--- src/rtl/sdram_pkg.sv ---
// Shared definitions for the SDRAM command sequencer: pin command encodings,
// FSM state type, timer width and address-field defaults.
package sdram_pkg;

    // {CS_N, RAS_N, CAS_N, WE_N}
    localparam logic [3:0] CMD_NOP   = 4'b0111;
    localparam logic [3:0] CMD_ACT   = 4'b0011;
    localparam logic [3:0] CMD_RD    = 4'b0101;
    localparam logic [3:0] CMD_WR    = 4'b0100;
    localparam logic [3:0] CMD_PRE   = 4'b0010;
    localparam logic [3:0] CMD_REF   = 4'b0001;
    localparam logic [3:0] CMD_LMR   = 4'b0000;
    localparam logic [3:0] CMD_DESEL = 4'b1111;

    localparam int CNT_W      = 4;
    localparam int A10_BIT    = 10;
    localparam int DEF_COL_W  = 8;
    localparam int DEF_ROW_W  = 12;
    localparam int DEF_BANK_W = 2;

    typedef enum logic [2:0] {
        ST_IDLE,
        ST_PRE,
        ST_REFR,
        ST_LMR,
        ST_ACT,
        ST_RCD,
        ST_COL,
        ST_DONE
    } state_t;

    // States that sit on the timer and return to dispatch when it reaches zero.
    function automatic logic is_wait_state(input state_t s);
        return (s == ST_PRE) || (s == ST_REFR) || (s == ST_LMR) || (s == ST_DONE);
    endfunction

endpackage

--- src/rtl/sdram_burst_timer.sv ---
// Shared saturating down-counter for all FSM waits, plus the OE and RD_VALID
// burst windows launched by the WR/RD command cycles.
module sdram_burst_timer
    import sdram_pkg::*;
#(
    parameter int BURST = 8,
    parameter int CL    = 3
) (
    input  logic             clk_i,
    input  logic             reset_i,
    input  logic             load_i,
    input  logic [CNT_W-1:0] load_val_i,
    output logic             zero_o,
    input  logic             wr_start_i,
    input  logic             rd_start_i,
    output logic             oe_o,
    output logic             rd_valid_o
);

    localparam logic [CNT_W-1:0] BURST_LEN = CNT_W'(BURST);
    localparam logic [CNT_W-1:0] ONE       = CNT_W'(1);

    logic [CNT_W-1:0] cnt_q, cnt_d;
    logic [CNT_W-1:0] oe_cnt_q, oe_cnt_d;
    logic [CNT_W-1:0] rv_cnt_q, rv_cnt_d;
    logic [CL-1:0]    rd_dly_q, rd_dly_d;

    always_comb begin
        cnt_d = (cnt_q == '0) ? '0 : cnt_q - ONE;
        if (load_i) begin
            cnt_d = load_val_i;
        end

        oe_cnt_d = (oe_cnt_q == '0) ? '0 : oe_cnt_q - ONE;
        if (wr_start_i) begin
            oe_cnt_d = BURST_LEN;
        end

        // rd_dly_q[0] is high during the RD cycle; the top tap marks CL-1 later.
        rd_dly_d = {rd_dly_q[CL-2:0], rd_start_i};
        rv_cnt_d = (rv_cnt_q == '0) ? '0 : rv_cnt_q - ONE;
        if (rd_dly_q[CL-1]) begin
            rv_cnt_d = BURST_LEN;
        end
    end

    always_ff @(posedge clk_i) begin
        if (reset_i) begin
            cnt_q    <= '0;
            oe_cnt_q <= '0;
            rv_cnt_q <= '0;
            rd_dly_q <= '0;
        end else begin
            cnt_q    <= cnt_d;
            oe_cnt_q <= oe_cnt_d;
            rv_cnt_q <= rv_cnt_d;
            rd_dly_q <= rd_dly_d;
        end
    end

    assign zero_o     = (cnt_q == '0);
    assign oe_o       = (oe_cnt_q != '0);
    assign rd_valid_o = (rv_cnt_q != '0);

endmodule

--- src/rtl/sdram_cmd_sequencer.sv ---
// SDRAM command sequencer: init commands, hidden refresh and auto-precharge bursts.
// Define SDRAM_OUT_REG_EN to add one output register stage on SA/BA/cmd/OE/RD_VALID.
module sdram_cmd_sequencer
    import sdram_pkg::*;
#(
    parameter int              COL_W    = DEF_COL_W,
    parameter int              ROW_W    = DEF_ROW_W,
    parameter int              BANK_W   = DEF_BANK_W,
    parameter int              BURST    = 8,
    parameter int              CL       = 3,
    parameter int              T_RCD    = 3,
    parameter int              T_RP     = 3,
    parameter int              T_WR     = 2,
    parameter int              T_RFC    = 7,
    parameter int              T_MRD    = 2,
    parameter logic [ROW_W-1:0] MODE_REG = 12'h033
) (
    input  logic                            clk_i,
    input  logic                            reset_i,
    input  logic                            nop_i,
    input  logic                            reada_i,
    input  logic                            writea_i,
    input  logic                            refresh_i,
    input  logic                            precharge_i,
    input  logic                            load_mode_i,
    input  logic [BANK_W+ROW_W+COL_W-1:0]   saddr_i,
    input  logic                            ref_req_i,
    input  logic                            init_req_i,
    output logic                            ref_ack_o,
    output logic                            cm_ack_o,
    output logic [ROW_W-1:0]                sa_o,
    output logic [BANK_W-1:0]               ba_o,
    output logic                            cs_n_o,
    output logic                            ras_n_o,
    output logic                            cas_n_o,
    output logic                            we_n_o,
    output logic                            cke_o,
    output logic                            oe_o,
    output logic                            rd_valid_o,
    output logic                            busy_o
);

    localparam int ASIZE = BANK_W + ROW_W + COL_W;

    // Timer loads are total state occupancy minus one.
    localparam logic [CNT_W-1:0] LD_RP    = CNT_W'(T_RP - 1);
    localparam logic [CNT_W-1:0] LD_RFC   = CNT_W'(T_RFC - 1);
    localparam logic [CNT_W-1:0] LD_MRD   = CNT_W'(T_MRD - 1);
    localparam logic [CNT_W-1:0] LD_RCD   = CNT_W'(T_RCD - 1);
    localparam logic [CNT_W-1:0] LD_RDONE = CNT_W'(CL + BURST - 1 + T_RP - 1);
    localparam logic [CNT_W-1:0] LD_WDONE = CNT_W'(BURST - 1 + T_WR + T_RP - 1);

    state_t              state_q, state_d;
    logic [3:0]          cmd_q, cmd_d;
    logic [ROW_W-1:0]    sa_q, sa_d;
    logic [BANK_W-1:0]   ba_q, ba_d;
    logic [BANK_W-1:0]   bank_q, bank_d;
    logic [ROW_W-1:0]    row_q, row_d;
    logic [COL_W-1:0]    col_q, col_d;
    logic                is_rd_q, is_rd_d;
    logic                pend_pre_q, pend_pre_d;
    logic                pend_lmr_q, pend_lmr_d;
    logic                pend_ref_q, pend_ref_d;
    logic                ref_ack_q, ref_ack_d;
    logic                cm_ack_q, cm_ack_d;
    logic                busy_q, busy_d;

    logic                tmr_load, tmr_zero, wr_start, rd_start;
    logic [CNT_W-1:0]    tmr_val;
    logic                dispatch;
    logic [ROW_W-1:0]    col_sa, pre_sa;
    logic                fsm_oe, fsm_rd_valid;
    logic                unused_nop;

    assign unused_nop = nop_i;

    always_comb begin
        col_sa                = '0;
        col_sa[COL_W-1:0]     = col_q;
        col_sa[A10_BIT]       = 1'b1;
        pre_sa                = '0;
        pre_sa[A10_BIT]       = 1'b1;
    end

    always_comb begin
        state_d    = state_q;
        cmd_d      = CMD_NOP;
        sa_d       = sa_q;
        ba_d       = ba_q;
        bank_d     = bank_q;
        row_d      = row_q;
        col_d      = col_q;
        is_rd_d    = is_rd_q;
        pend_pre_d = pend_pre_q | precharge_i;
        pend_lmr_d = pend_lmr_q | load_mode_i;
        pend_ref_d = pend_ref_q | refresh_i;
        ref_ack_d  = 1'b0;
        cm_ack_d   = 1'b0;
        tmr_load   = 1'b0;
        tmr_val    = '0;
        wr_start   = 1'b0;
        rd_start   = 1'b0;
        dispatch   = 1'b0;

        unique case (state_q)
            ST_IDLE: dispatch = 1'b1;
            ST_ACT:  state_d  = ST_RCD;
            ST_RCD: begin
                if (tmr_zero) begin
                    state_d  = ST_COL;
                    cmd_d    = is_rd_q ? CMD_RD : CMD_WR;
                    sa_d     = col_sa;
                    ba_d     = bank_q;
                    cm_ack_d = 1'b1;
                    rd_start = is_rd_q;
                    wr_start = ~is_rd_q;
                end
            end
            ST_COL: begin
                state_d  = ST_DONE;
                tmr_load = 1'b1;
                tmr_val  = is_rd_q ? LD_RDONE : LD_WDONE;
            end
            default: dispatch = is_wait_state(state_q) && tmr_zero;
        endcase

        // Finishing a wait re-enters dispatch directly, so back-to-back
        // commands need no idle cycle between them.
        if (dispatch) begin
            state_d = ST_IDLE;
            if (pend_pre_d) begin
                state_d    = ST_PRE;
                cmd_d      = CMD_PRE;
                sa_d       = pre_sa;
                ba_d       = '0;
                pend_pre_d = 1'b0;
                tmr_load   = 1'b1;
                tmr_val    = LD_RP;
            end else if (pend_lmr_d) begin
                state_d    = ST_LMR;
                cmd_d      = CMD_LMR;
                sa_d       = MODE_REG;
                ba_d       = '0;
                pend_lmr_d = 1'b0;
                tmr_load   = 1'b1;
                tmr_val    = LD_MRD;
            end else if (pend_ref_d || (ref_req_i && !init_req_i)) begin
                state_d    = ST_REFR;
                cmd_d      = CMD_REF;
                ref_ack_d  = !pend_ref_d;
                pend_ref_d = 1'b0;
                tmr_load   = 1'b1;
                tmr_val    = LD_RFC;
            end else if ((reada_i || writea_i) && !init_req_i) begin
                state_d  = ST_ACT;
                cmd_d    = CMD_ACT;
                bank_d   = saddr_i[ASIZE-1 -: BANK_W];
                row_d    = saddr_i[COL_W +: ROW_W];
                col_d    = saddr_i[COL_W-1:0];
                is_rd_d  = reada_i;
                sa_d     = saddr_i[COL_W +: ROW_W];
                ba_d     = saddr_i[ASIZE-1 -: BANK_W];
                tmr_load = 1'b1;
                tmr_val  = LD_RCD;
            end
        end

        busy_d = (state_d != ST_IDLE);
    end

    always_ff @(posedge clk_i) begin
        if (reset_i) begin
            state_q    <= ST_IDLE;
            cmd_q      <= CMD_DESEL;
            sa_q       <= '0;
            ba_q       <= '0;
            bank_q     <= '0;
            row_q      <= '0;
            col_q      <= '0;
            is_rd_q    <= 1'b0;
            pend_pre_q <= 1'b0;
            pend_lmr_q <= 1'b0;
            pend_ref_q <= 1'b0;
            ref_ack_q  <= 1'b0;
            cm_ack_q   <= 1'b0;
            busy_q     <= 1'b0;
        end else begin
            state_q    <= state_d;
            cmd_q      <= cmd_d;
            sa_q       <= sa_d;
            ba_q       <= ba_d;
            bank_q     <= bank_d;
            row_q      <= row_d;
            col_q      <= col_d;
            is_rd_q    <= is_rd_d;
            pend_pre_q <= pend_pre_d;
            pend_lmr_q <= pend_lmr_d;
            pend_ref_q <= pend_ref_d;
            ref_ack_q  <= ref_ack_d;
            cm_ack_q   <= cm_ack_d;
            busy_q     <= busy_d;
        end
    end

    sdram_burst_timer #(
        .BURST (BURST),
        .CL    (CL)
    ) u_timer (
        .clk_i      (clk_i),
        .reset_i    (reset_i),
        .load_i     (tmr_load),
        .load_val_i (tmr_val),
        .zero_o     (tmr_zero),
        .wr_start_i (wr_start),
        .rd_start_i (rd_start),
        .oe_o       (fsm_oe),
        .rd_valid_o (fsm_rd_valid)
    );

    assign ref_ack_o = ref_ack_q;
    assign cm_ack_o  = cm_ack_q;
    assign busy_o    = busy_q;
    assign cke_o     = 1'b1;

`ifdef SDRAM_OUT_REG_EN
    logic [3:0]        cmd_p_q;
    logic [ROW_W-1:0]  sa_p_q;
    logic [BANK_W-1:0] ba_p_q;
    logic              oe_p_q, rd_valid_p_q;

    always_ff @(posedge clk_i) begin
        if (reset_i) begin
            cmd_p_q      <= CMD_DESEL;
            sa_p_q       <= '0;
            ba_p_q       <= '0;
            oe_p_q       <= 1'b0;
            rd_valid_p_q <= 1'b0;
        end else begin
            cmd_p_q      <= cmd_q;
            sa_p_q       <= sa_q;
            ba_p_q       <= ba_q;
            oe_p_q       <= fsm_oe;
            rd_valid_p_q <= fsm_rd_valid;
        end
    end

    assign {cs_n_o, ras_n_o, cas_n_o, we_n_o} = cmd_p_q;
    assign sa_o       = sa_p_q;
    assign ba_o       = ba_p_q;
    assign oe_o       = oe_p_q;
    assign rd_valid_o = rd_valid_p_q;
`else
    assign {cs_n_o, ras_n_o, cas_n_o, we_n_o} = cmd_q;
    assign sa_o       = sa_q;
    assign ba_o       = ba_q;
    assign oe_o       = fsm_oe;
    assign rd_valid_o = fsm_rd_valid;
`endif

endmodule

--- config.mk ---
export PLATFORM = sky130hd
export DESIGN_NAME = sdram_cmd_sequencer
export DESIGN_NICKNAME = d
export VERILOG_FILES = /design/src/rtl/sdram_pkg.sv /design/src/rtl/sdram_burst_timer.sv /design/src/rtl/sdram_cmd_sequencer.sv
export SDC_FILE = /design/constraint.sdc
export NUM_CORES = 1
export LEC_CHECK = 0
export BUFFER_PORTS_ARGS = -buffer_cell sky130_fd_sc_hd__buf_4
export CAP_MARGIN = 30
export CORE_UTILIZATION = 57
export DETAILED_ROUTE_END_ITERATION = 10
export GPL_ROUTABILITY_DRIVEN = 0
export PLACE_DENSITY = 0.84
export RECOVER_POWER = 100
export SLEW_MARGIN = 20
export SYNTH_ARGS = -nofsm -noshare
export SYNTH_HDL_FRONTEND = slang
export SYNTH_SLANG_ARGS = --single-unit
--- constraint.sdc ---
create_clock -name clk_i -period 5.1 [get_ports clk_i]
set_clock_uncertainty 0.1 [all_clocks]
set_input_delay 0.51 -clock clk_i [delete_from_list [all_inputs] [get_ports clk_i]]
set_output_delay 0.51 -clock clk_i [all_outputs]
set_load 0.05 [all_outputs]
; ---- After elaboration in Yosys (flattened, before gate mapping)
; Cells that the tools add are included.
[word_totals]
out_inout_bits = 24
ramBits = 0
rom_bits = 0
latchBits = 0
reg_bits = 53
mem_count = 0
wordCells = 123
[op_classes]
reduce_logical = 25
bitwise_logic = 10
order_cmp = 0
div_mod_pow = 0
shift = 0
mul = 0
addsub = 3
mux = 58
n_eq_ne = 7
[ops]
columns = op, count
row1 = 12-bit 2-to-1 mux, 7
row2 = 4-bit 2-to-1 mux, 17
row3 = 3-bit 2-to-1 mux, 7
row4 = 2-bit 2-to-1 mux, 9
row5 = 1-bit 2-to-1 mux, 16
row6 = "3-bit equality test, second input constant", 4
row7 = 4-bit logical NOT, 3
row8 = 3-bit OR reduction, 4
row9 = "4-bit by 1-bit subtractor with 4-bit output, second input constant", 3
row10 = 3-bit case mux with 3 select lines, 1
row11 = 4-bit nonzero test, 2
row12 = 1-bit inverter, 7
row13 = "3-bit by 2-bit equality test with 1-bit output, second input constant", 2
row14 = 1-bit logical OR, 5
row15 = 5-bit AND reduction, 1
row16 = 5-bit OR reduction, 1
row17 = 2-bit OR reduction, 2
row18 = "3-bit by 1-bit equality test with 1-bit output, second input constant", 1
row19 = 1-bit logical AND, 3
row20 = 3-bit logical NOT, 1
row21 = 1-bit bitwise OR, 3
row22 = 3-bit nonzero test, 1
row23 = 1-bit logical NOT, 2
row24 = 1-bit case mux with 2 select lines, 1

; ---- Longest topological paths before layout
; Gate-level depths: netlist of the first run.
[depth]
ltp_word = 8
ltp_mapped = 7
mapped_depth_nobuf = 5

; ---- Modules after synthesis
; From an unflattened synthesis of the first run, not the netlist that was laid out.
[hier_totals]
cells_unflattened = 251
hier_area_um2 = 2342.2
[modules_own_cells]
columns = mod, area_each_um2, n_inst, cells_each
row1 = sdram_cmd_sequencer, 1726.7, 1, 183
row2 = sdram_burst_timer, 615.6, 1, 68

; ---- Least setup slack after synthesis of the first run
; OpenSTA, ideal clock, no wires.
[synth_timing]
path_kind = reg2reg
startpoint = register u_timer.cnt_q[3]
endpoint = register sa_q[11], in the netlist sa_o[11]
t_required_ps = 4883
stages_incl_launch_ff = 6
setup_slack_ps = 3243
synth_period_minus_slack_ps = 1857
t_arrival_ps = 1640
path_cell_list = dfxtp_1 -> nor4_4 -> and3_4 -> o22ai_1 -> and3_4 -> a22o_1
[synth_via]
elab_chain_cells = 8
word_cells_on_any_way = 10
classes_between = mux: 8 / reduce/logical: 2
[synth_rtl]
columns = item, line
row1 = from (decl), sdram_burst_timer.sv:23  ; logic [CNT_W-1:0] cnt_q, cnt_d;
row2 = from (signal assigned), sdram_burst_timer.sv:54  ; cnt_q <= cnt_d;
row3 = 4-bit logical NOT *, sdram_burst_timer.sv:61  ; assign zero_o = (cnt_q == '0);
row4 = 12-bit 2-to-1 mux, sdram_cmd_sequencer.sv:109  ; if (tmr_zero) begin
row5 = 12-bit 2-to-1 mux, sdram_cmd_sequencer.sv:105  ; unique case (state_q)
row6 = 12-bit 2-to-1 mux, sdram_cmd_sequencer.sv:154  ; end else if ((reada_i || writea_i) && !init_req_i) begin
row7 = 12-bit 2-to-1 mux, sdram_cmd_sequencer.sv:147  ; end else if (pend_ref_d || (ref_req_i && !init_req_i)) begin
row8 = 12-bit 2-to-1 mux, sdram_cmd_sequencer.sv:139  ; end else if (pend_lmr_d) begin
row9 = 12-bit 2-to-1 mux, sdram_cmd_sequencer.sv:131  ; if (pend_pre_d) begin
row10 = 12-bit 2-to-1 mux *, sdram_cmd_sequencer.sv:129  ; if (dispatch) begin
row11 = to (signal assigned), sdram_cmd_sequencer.sv:175  ; sa_q <= '0;
row12 = to (signal assigned), sdram_cmd_sequencer.sv:190  ; sa_q <= sa_d;
row13 = to (decl), sdram_cmd_sequencer.sv:55  ; logic [ROW_W-1:0] sa_q, sa_d;
; Mark *: on every way between the ends. The rest lies on a longest branch, timed or not.
; A chain may end at the register's enable or synchronous reset.

; ---- Worst setup path after layout of the first run
[layout_timing]
startpoint = register u_timer.cnt_q[2]
endpoint = register sa_q[7], in the netlist sa_o[7]
; Same word-level chain as after synthesis.

==> run summary, run 1 <==
For the share of power burned in the clock network, the log shows 18.8%. The tools report the number of max-slew violations in the final report as 0. The worst-case headroom to the max-slew limit came out at 4.69%.

When the netlist entered floorplanning its net count stood at 292. The count of instances resized after the clock tree is built is 0, and the synthesized flop and latch total is 53. The routed layout has 2041 vias.

The first global-routing pass estimated 8140 um of wire. The distinct cell type count of the synthesized netlist came out at 55. Among all flip-flop cells after synthesis, the most frequent one is sky130_fd_sc_hd__dfxtp_1. The number of buffers inserted during clock tree synthesis was 5; the post-route clock period utilization was 65.5%. Number of DRC violations after detailed routing: 0. Adding up every negative setup slack in the final design gives 0 ns. The run gives 0 as the final-report hold violation count. The worst-case clock buffer depth was 2; the number of antenna-violating nets in the routed design was 0. Max-cap violations in this run came to 0.

The die is 67.2 um tall. The tools report the cell row count as 23. For the number of antenna violations at the first check in global routing, the log shows 0.

By area the synthesized netlist is led by sky130_fd_sc_hd__dfxtp_1 44%, sky130_fd_sc_hd__mux2i_1 5.8%, sky130_fd_sc_hd__nor2_1 5.7%, sky130_fd_sc_hd__a21oi_1 3.1%, sky130_fd_sc_hd__nor4_4 2.6%. Synthesis produced 256 cells. After detailed routing, the number of vias per cell comes to 5.73. The final layout contains routed wiring with a total length of 5160 um. The filler cells instantiated in the layout total 381.

A synthesized cell averages 9.47 sq um. Setup repair after global routing left no endpoint under its margin. The first TritonRoute pass finished after 4 iterations. CTS placed an instance of sky130_fd_sc_hd__clkbuf_8 at the clock tree root.

The most numerous cell in the Yosys netlist was sky130_fd_sc_hd__dfxtp_1. The clock period could shrink to 3.34 ns. The run gives 1060 sq um as the sequential cell area in the final layout. In this run the post-CTS setup repair buffer count came out at 0. The share of synthesized area in the top cell type comes to 43.8%. The internal power of the cells totals 735 uW. After detailed routing, the average wire length per cell comes to 14.5 um.

Counting every sink on the clock net gives 53. Share of async-settable or async-resettable flops after synthesis: 0%. The clock insertion delay at the later pin of the skew report is 0.31 ns. The share of the Yosys chip area taken by registers is 43.8%. The number of synthesis warnings is 0, and the total area of multi-input combinational cells is 1190 sq um.

Clock-pin slew was measured on the worst setup and hold paths at 0.09 ns. Power spread over the standard cell area amounts to 452 nW/um^2. The count of buffers added on input and output ports is 53. Top cell type by total area after synthesis: sky130_fd_sc_hd__dfxtp_1. During I/O placement, the number of pins put on the boundary was 56.

The required time at the worst-slack endpoint was 5.15 ns; the share of final-layout standard cells stronger than drive strength 1 was 15.7%. The worst-case IR drop observed on VDD is 0.185 mV. Entering global routing, the biggest net connects 34 pins.

The die covers 4520 sq um. Setup violations remaining at the end of the flow were counted as 0. CTS built an H-tree with a depth of 2. Summed over all cells, the static leakage comes to 1.22 nW. Summed over all nets, the switching power comes to 503 uW.

Relative to the synthesized area, the layout overhead comes to 12.9%. The share of total power consumed by net switching is 40.6%. The start point of the critical path was u_timer.cnt_q[2].

The post-layout net count came out at 342. The run finished with clean final reports. The tools report the number of buffers inserted for hold repair after clock tree synthesis as 0. The type of origin of the critical path was a flop. The worst hold path begins at saddr_i[19]. Sort of element at the end of the critical path: a flop.

Measured along the x axis, the die boundary spans 67.2 um. The data arrival at the endpoint of the critical path is 3.39 ns. TritonCTS built the clock tree. Number of synthesized flops with an enable pin: 0. For the pin with the worst max-slew slack, the measured transition is 1.43 ns. The run gives 0 as the antenna cell count. Once the floorplan was initialized, standard cells occupied 60.2% of the core. Of all nets on the critical path, the largest fanout is 13.

Once detailed placement completed, the half-perimeter wirelength came to 3710 um. Static timing analysis puts the maximum clock frequency at 0.299 GHz. After synthesis the cells add up to 2420 sq um. The total power consumption of the routed design is 1.24 mW. In this run the cell area measured after placement is 2810 sq um.

The cell area after layout was 2740 sq um; the sequential power share was 42.1%. The total overflow left after global routing is 0. Hold timing on the final database bottoms out at a slack of 0.309 ns.

The commonest cells after synthesis are 53 x sky130_fd_sc_hd__dfxtp_1, 37 x sky130_fd_sc_hd__nor2_1, 15 x sky130_fd_sc_hd__a21oi_1, 15 x sky130_fd_sc_hd__nand2_1, 14 x sky130_fd_sc_hd__mux2i_1. In this run, the number of DRC markers left after iteration 0 of detailed routing was 124. Measured on the finished design, the core utilization comes to 68.0%. The tools report the launching point of the worst reg2reg path as u_timer.cnt_q[2]. Core box area: 4030 sq um. Global routing consumed, over all layers together, 24.0% of the routing resources. Fraction of power consumed by combinational cells: 39.1%. By startpoint and endpoint, the worst setup path is classified as flop to flop.

The tools report the number of global-route vias before repair as 1877. The type of the tightest min-delay check is input pin to flop.
## power groups by stage
stage | sequential [mW] | combinational (mW) | clock [mW]
3_5_place_dp | 0.537 | 0.531 | 0
4_1_cts | 0.528 | 0.532 | 0.239
2_1_floorplan | 0.588 | 0.357 | 0
3_3_place_gp | 0.534 | 0.521 | 0
6_report | 0.522 | 0.484 | 0.233
5_1_grt | 0.530 | 0.531 | 0.254
## path summary, 6_finish.rpt
path / end / slack [ns] / depth (start not counted)
max: sa_o[7] / 1.76 / 5
min: sa_o[11] / 0.31 / 2
max reg2reg: sa_o[7] / 1.76 / 5
min reg2reg: u_timer.rv_cnt_q[0] / 0.34 / 1
## stage by stage
step                instances  setup WS (ns)
floorplan                 256           3.24
global placement          349           2.86
detailed placement        349           2.89
CTS                       356           2.93
global route              356           1.55
finish                    356           1.76
## kinds of logic after synthesis
family | share of synthesized area, %
multiplexers | 9.34
other | 0.155
adder cells (fa/ha/maj) | 2.06
AO/OA/AOI/OAI | 18.0
flip-flops | 43.8
buffers and inverters | 4.28
XOR/XNOR | 0.723
AND/OR/NAND/NOR | 21.7
## state kept, by name, indices dropped and copies added (netlist names)
name / cells
col_q: 8
ref_ack_o: 1
ba_o: 2
state_q: 3
cm_ack_o: 1
u_timer.rv_cnt_q: 4
busy_o: 1
pend_pre_q: 1
u_timer.rd_dly_q: 3
pend_lmr_q: 1
u_timer.cnt_q: 4
bank_q: 2
is_rd_q: 1
u_timer.oe_cnt_q: 4
pend_ref_q: 1
cmd_q: 4
sa_o: 12
## routing by layer
metal | GRT usage, % | vias to the layer above | routed length (um)
met1 | 29.4 | 957 | 2370
li1 | - | 1012 | -
met3 | 6.25 | 10 | 303
met4 | 10.9 | 0 | 95
met5 | 0 | - | 0
met2 | 39.3 | 62 | 2390
## worst max-delay path: stages, from the launching register on
cell	delay, ns
sky130_fd_sc_hd__dfxtp_1	0.35
sky130_fd_sc_hd__nor4_1	1.10
sky130_fd_sc_hd__nand3_1	0.87
sky130_fd_sc_hd__mux2_1	0.55
sky130_fd_sc_hd__a22oi_1	0.16
sky130_fd_sc_hd__nor2_1	0.05
## placed cells by master (no fill, tap or decap), types with 9 or more instances in the layout
cell type and instances:
sky130_fd_sc_hd__clkbuf_1 25, sky130_fd_sc_hd__nand2_1 16, sky130_fd_sc_hd__nor2_1 38, sky130_fd_sc_hd__buf_4 29
sky130_fd_sc_hd__nand3_1 11, sky130_fd_sc_hd__dfxtp_1 53, sky130_fd_sc_hd__o21ai_0 9, sky130_fd_sc_hd__mux2i_1 14
sky130_fd_sc_hd__a21oi_1 16
## final cells by class
cell class,instances,share of cell area [%]
tap,50,2.29
sequential,53,38.8
timing repair buffer,53,11.2
inverter,7,0.960
multi-input combinational,186,43.6
clock buffer,7,3.15
Note: power is estimated with default switching activity, not from simulation.
==> run 2: changes to the inputs <==
--- a/config.mk
+++ b/config.mk
@@ -7,10 +7,10 @@
 export LEC_CHECK = 0
 export BUFFER_PORTS_ARGS = -buffer_cell sky130_fd_sc_hd__buf_4
 export CAP_MARGIN = 30
-export CORE_UTILIZATION = 57
+export CORE_UTILIZATION = 48
 export DETAILED_ROUTE_END_ITERATION = 10
 export GPL_ROUTABILITY_DRIVEN = 0
-export PLACE_DENSITY = 0.84
+export PLACE_DENSITY = 0.75
 export RECOVER_POWER = 100
 export SLEW_MARGIN = 20
 export SYNTH_ARGS = -nofsm -noshare
==> constraint.sdc (replaced) <==
create_clock -name clk_i -period 2.94 [get_ports clk_i]
set_clock_uncertainty 0.1 [all_clocks]
set_input_delay 0.294 -clock clk_i [delete_from_list [all_inputs] [get_ports clk_i]]
set_output_delay 0.294 -clock clk_i [all_outputs]
set_load 0.05 [all_outputs]
==> run summary, run 2 (synthesis gave the netlist of run 1 again) <==
The pin count of the biggest net entering global routing was 34 (unchanged); the wire length per cell after detailed routing was 13.8 um (-4.9%). The run gives 0 (unchanged) as the total grt overflow. The final-report hold violation count was 0 (unchanged).

The path class of the tightest hold or removal check is input pin to flop. Biggest cell delay along the critical path: 0.58 ns (-0.52 ns). The number of antenna violations at the first check in global routing is 0 (unchanged), and the count of instances resized after the clock tree is built is 0 (unchanged).

The final hold slack is 0.103 ns (-0.206 ns). The number of buffers inserted for hold repair after clock tree synthesis is 0 (unchanged). Setup repair after global routing left no endpoint under its margin. The initial core utilization was 50.7% (-9.5 points). The flow ran to the end, and the final reports show no timing, DRC or antenna violations.

The worst setup path is launched from a flop. The clock period minus final worst setup slack works out to 2.39 ns (-0.947 ns). The tools report the root buffer cell as sky130_fd_sc_hd__clkbuf_8. The tools report the number of max-slew violations in the final report as 0 (unchanged). On the critical path, the stage with the largest delay is an instance of sky130_fd_sc_hd__nor4_4. The critical path in this run is classified as flop to flop.

The logs give 2036 (-0.24%) for the total vias in the final route and 0.418 GHz (+40%) for the maximum achievable frequency. The y dimension of the die is 73.1 um (+8.7%), and the static power due to leakage is 1.23 nW (+1.2%). Traced cell by cell, the critical path runs through nor4_4 > and3_1 > o211ai_1 > clkbuf_1 > mux2i_1 > nor2_1. The tools report the clock insertion delay at the later pin of the skew report as 0.31 ns (about the same). The run gives 0.430 mV (+130%) as the peak ir drop on the vdd network. The mean number of vias per cell was 5.43 (-5.3%). The total half-perimeter wirelength after legalization and detailed placement is 3770 um (+1.6%). The global-route usage over all layers is 20.1% (-3.9 points). TritonCTS built the clock tree.

The run gives 25 (+8.7%) as the cell row count. The run gives 4790 sq um (+19%) as the core box area. Summed negative setup slack over all endpoints: 0 ns (unchanged).

The count of buffers added by post-CTS timing repair for setup is 0 (unchanged), and the final critical-path setup slack is 0.548 ns (-1.21 ns). For the post-layout net count, the log shows 343 (+0.29%). The run gives 53 (unchanged) as the TritonCTS sink count. The number of search-and-repair iterations in the first detailed-routing pass is 4 (unchanged). The slew at the pin closest to its max-slew limit works out to 0.753 ns (-0.677 ns).

The number of failing setup endpoints in the final timing report was 0 (unchanged). The post-route clock period utilization was 81.4% (+16 points). The kind of cell with the highest combined delay along the critical path is simple AND/OR/NAND/NOR gates.

The worst-case clock buffer depth is 2 (unchanged), and the power per cell area is 799 nW/um^2 (+77%). Fill cell total of the finished layout: 459 (+20%). The non-filler instance count after layout was 375 (+5.3%); the number of H-tree levels was 2 (unchanged).

The sort of element at the end of the critical path is a flop. The die span in x was 73.1 um (+8.7%); the number of maximum-capacitance constraint violations was 0 (unchanged). The required time at the worst-slack endpoint was 3.03 ns (-2.12 ns); the number of placed instances, taps included was 367 (+5.2%). The run gives 5 (unchanged) as the number of buffers inserted during clock tree synthesis. The number of flip-flops in the largest register came out at 12 (unchanged). Count of buffering cells on the critical path with inverters included: 1 (+1). From synthesis to final layout, the design area changed by 16.2%. The number of I/O pins was 56 (unchanged). The worst-case headroom to the max-slew limit came out at 49.6% (+45 points). For the final routed wirelength across all metal layers, the log shows 5160 um (+0.16%). The number of global-route vias before repair came out at 1844 (-1.8%).

The tools report the DRC violation total after the first TritonRoute iteration as 202 (+63%). Worst setup timing slack at the placement stage: 0.844 ns (-2.05 ns). Clock input transition at the sequential cells of the worst setup and hold paths: 0.10 ns (about the same). The number of DRC violations after detailed routing came out at 0 (unchanged). The antenna cell count was 0 (unchanged); the data arrival at the endpoint of the critical path was 2.48 ns (-0.91 ns).

The peak fanout along the critical path is 10 (-3). The number of antenna-violating nets in the routed design is 0 (unchanged). The share of final-layout standard cells stronger than drive strength 1 was 17.9% (+2.2 points).

The number of port buffers works out to 53 (unchanged). The commonest non-fill, non-tap cell in the layout was sky130_fd_sc_hd__dfxtp_1. First-pass GRT wire length: 8290 um (+1.9%). Die footprint: 5340 sq um (+18%). In the layout the commonest cells are 53 x sky130_fd_sc_hd__dfxtp_1, 38 x sky130_fd_sc_hd__nor2_1, 30 x sky130_fd_sc_hd__buf_4.
## run 2: worst paths after layout
kind | slack (ns) | start | endpoint | cells after the start
worst max register to register | 0.55 | u_timer.cnt_q[2] | bank_q[0] | 6
worst min register to register | 0.34 | u_timer.rv_cnt_q[0] | u_timer.rv_cnt_q[0] | 1
worst max-delay path | 0.55 | u_timer.cnt_q[2] | bank_q[0] | 6
worst min-delay path | 0.10 | saddr_i[16] | sa_o[8] | 2
## run 2: through the flow
stage | utilization, % | area [sq um] | total power [mW]
2_1_floorplan | - | 2420 | 1.64
3_3_place_gp | 59.3 | 2840 | 1.84
3_5_place_dp | 59.3 | 2840 | 1.86
4_1_cts | 61.6 | 2950 | 2.35
5_1_grt | 58.9 | 2820 | 2.41
6_report | 58.9 | 2820 | 2.25
## run 2: power breakdown
part / leakage (nW) / switching [mW] / internal [mW]
combinational: 0.743 / 0.577 / 0.277
sequential: 0.433 / 0.0896 / 0.823
clock: 0.0554 / 0.228 / 0.256
## run 2: layout make-up
class	instances	area [sq um]	area share (%)
flip-flops and latches	53	1060	37.7
clock inverters	2	38.8	1.38
inverters	7	26.3	0.933
multi-input cells	186	1220	43.3
repair buffers	54	315	11.2
well taps	67	83.8	2.98
clock buffers	6	72.6	2.58
## run 2: worst reg2reg max path, cell delays in order (launching register included)
cell                       delay [ns]
sky130_fd_sc_hd__dfxtp_1         0.39
sky130_fd_sc_hd__nor4_4          0.58
sky130_fd_sc_hd__and3_1          0.33
sky130_fd_sc_hd__o211ai_1        0.17
sky130_fd_sc_hd__clkbuf_1        0.39
sky130_fd_sc_hd__mux2i_1         0.26
sky130_fd_sc_hd__nor2_1          0.05
## run 2: routing by layer
metal  wire, um  track usage (%)
met5          0                0
met4         51             5.88
met3        365             4.56
met2       2410             32.5
met1       2330             26.7
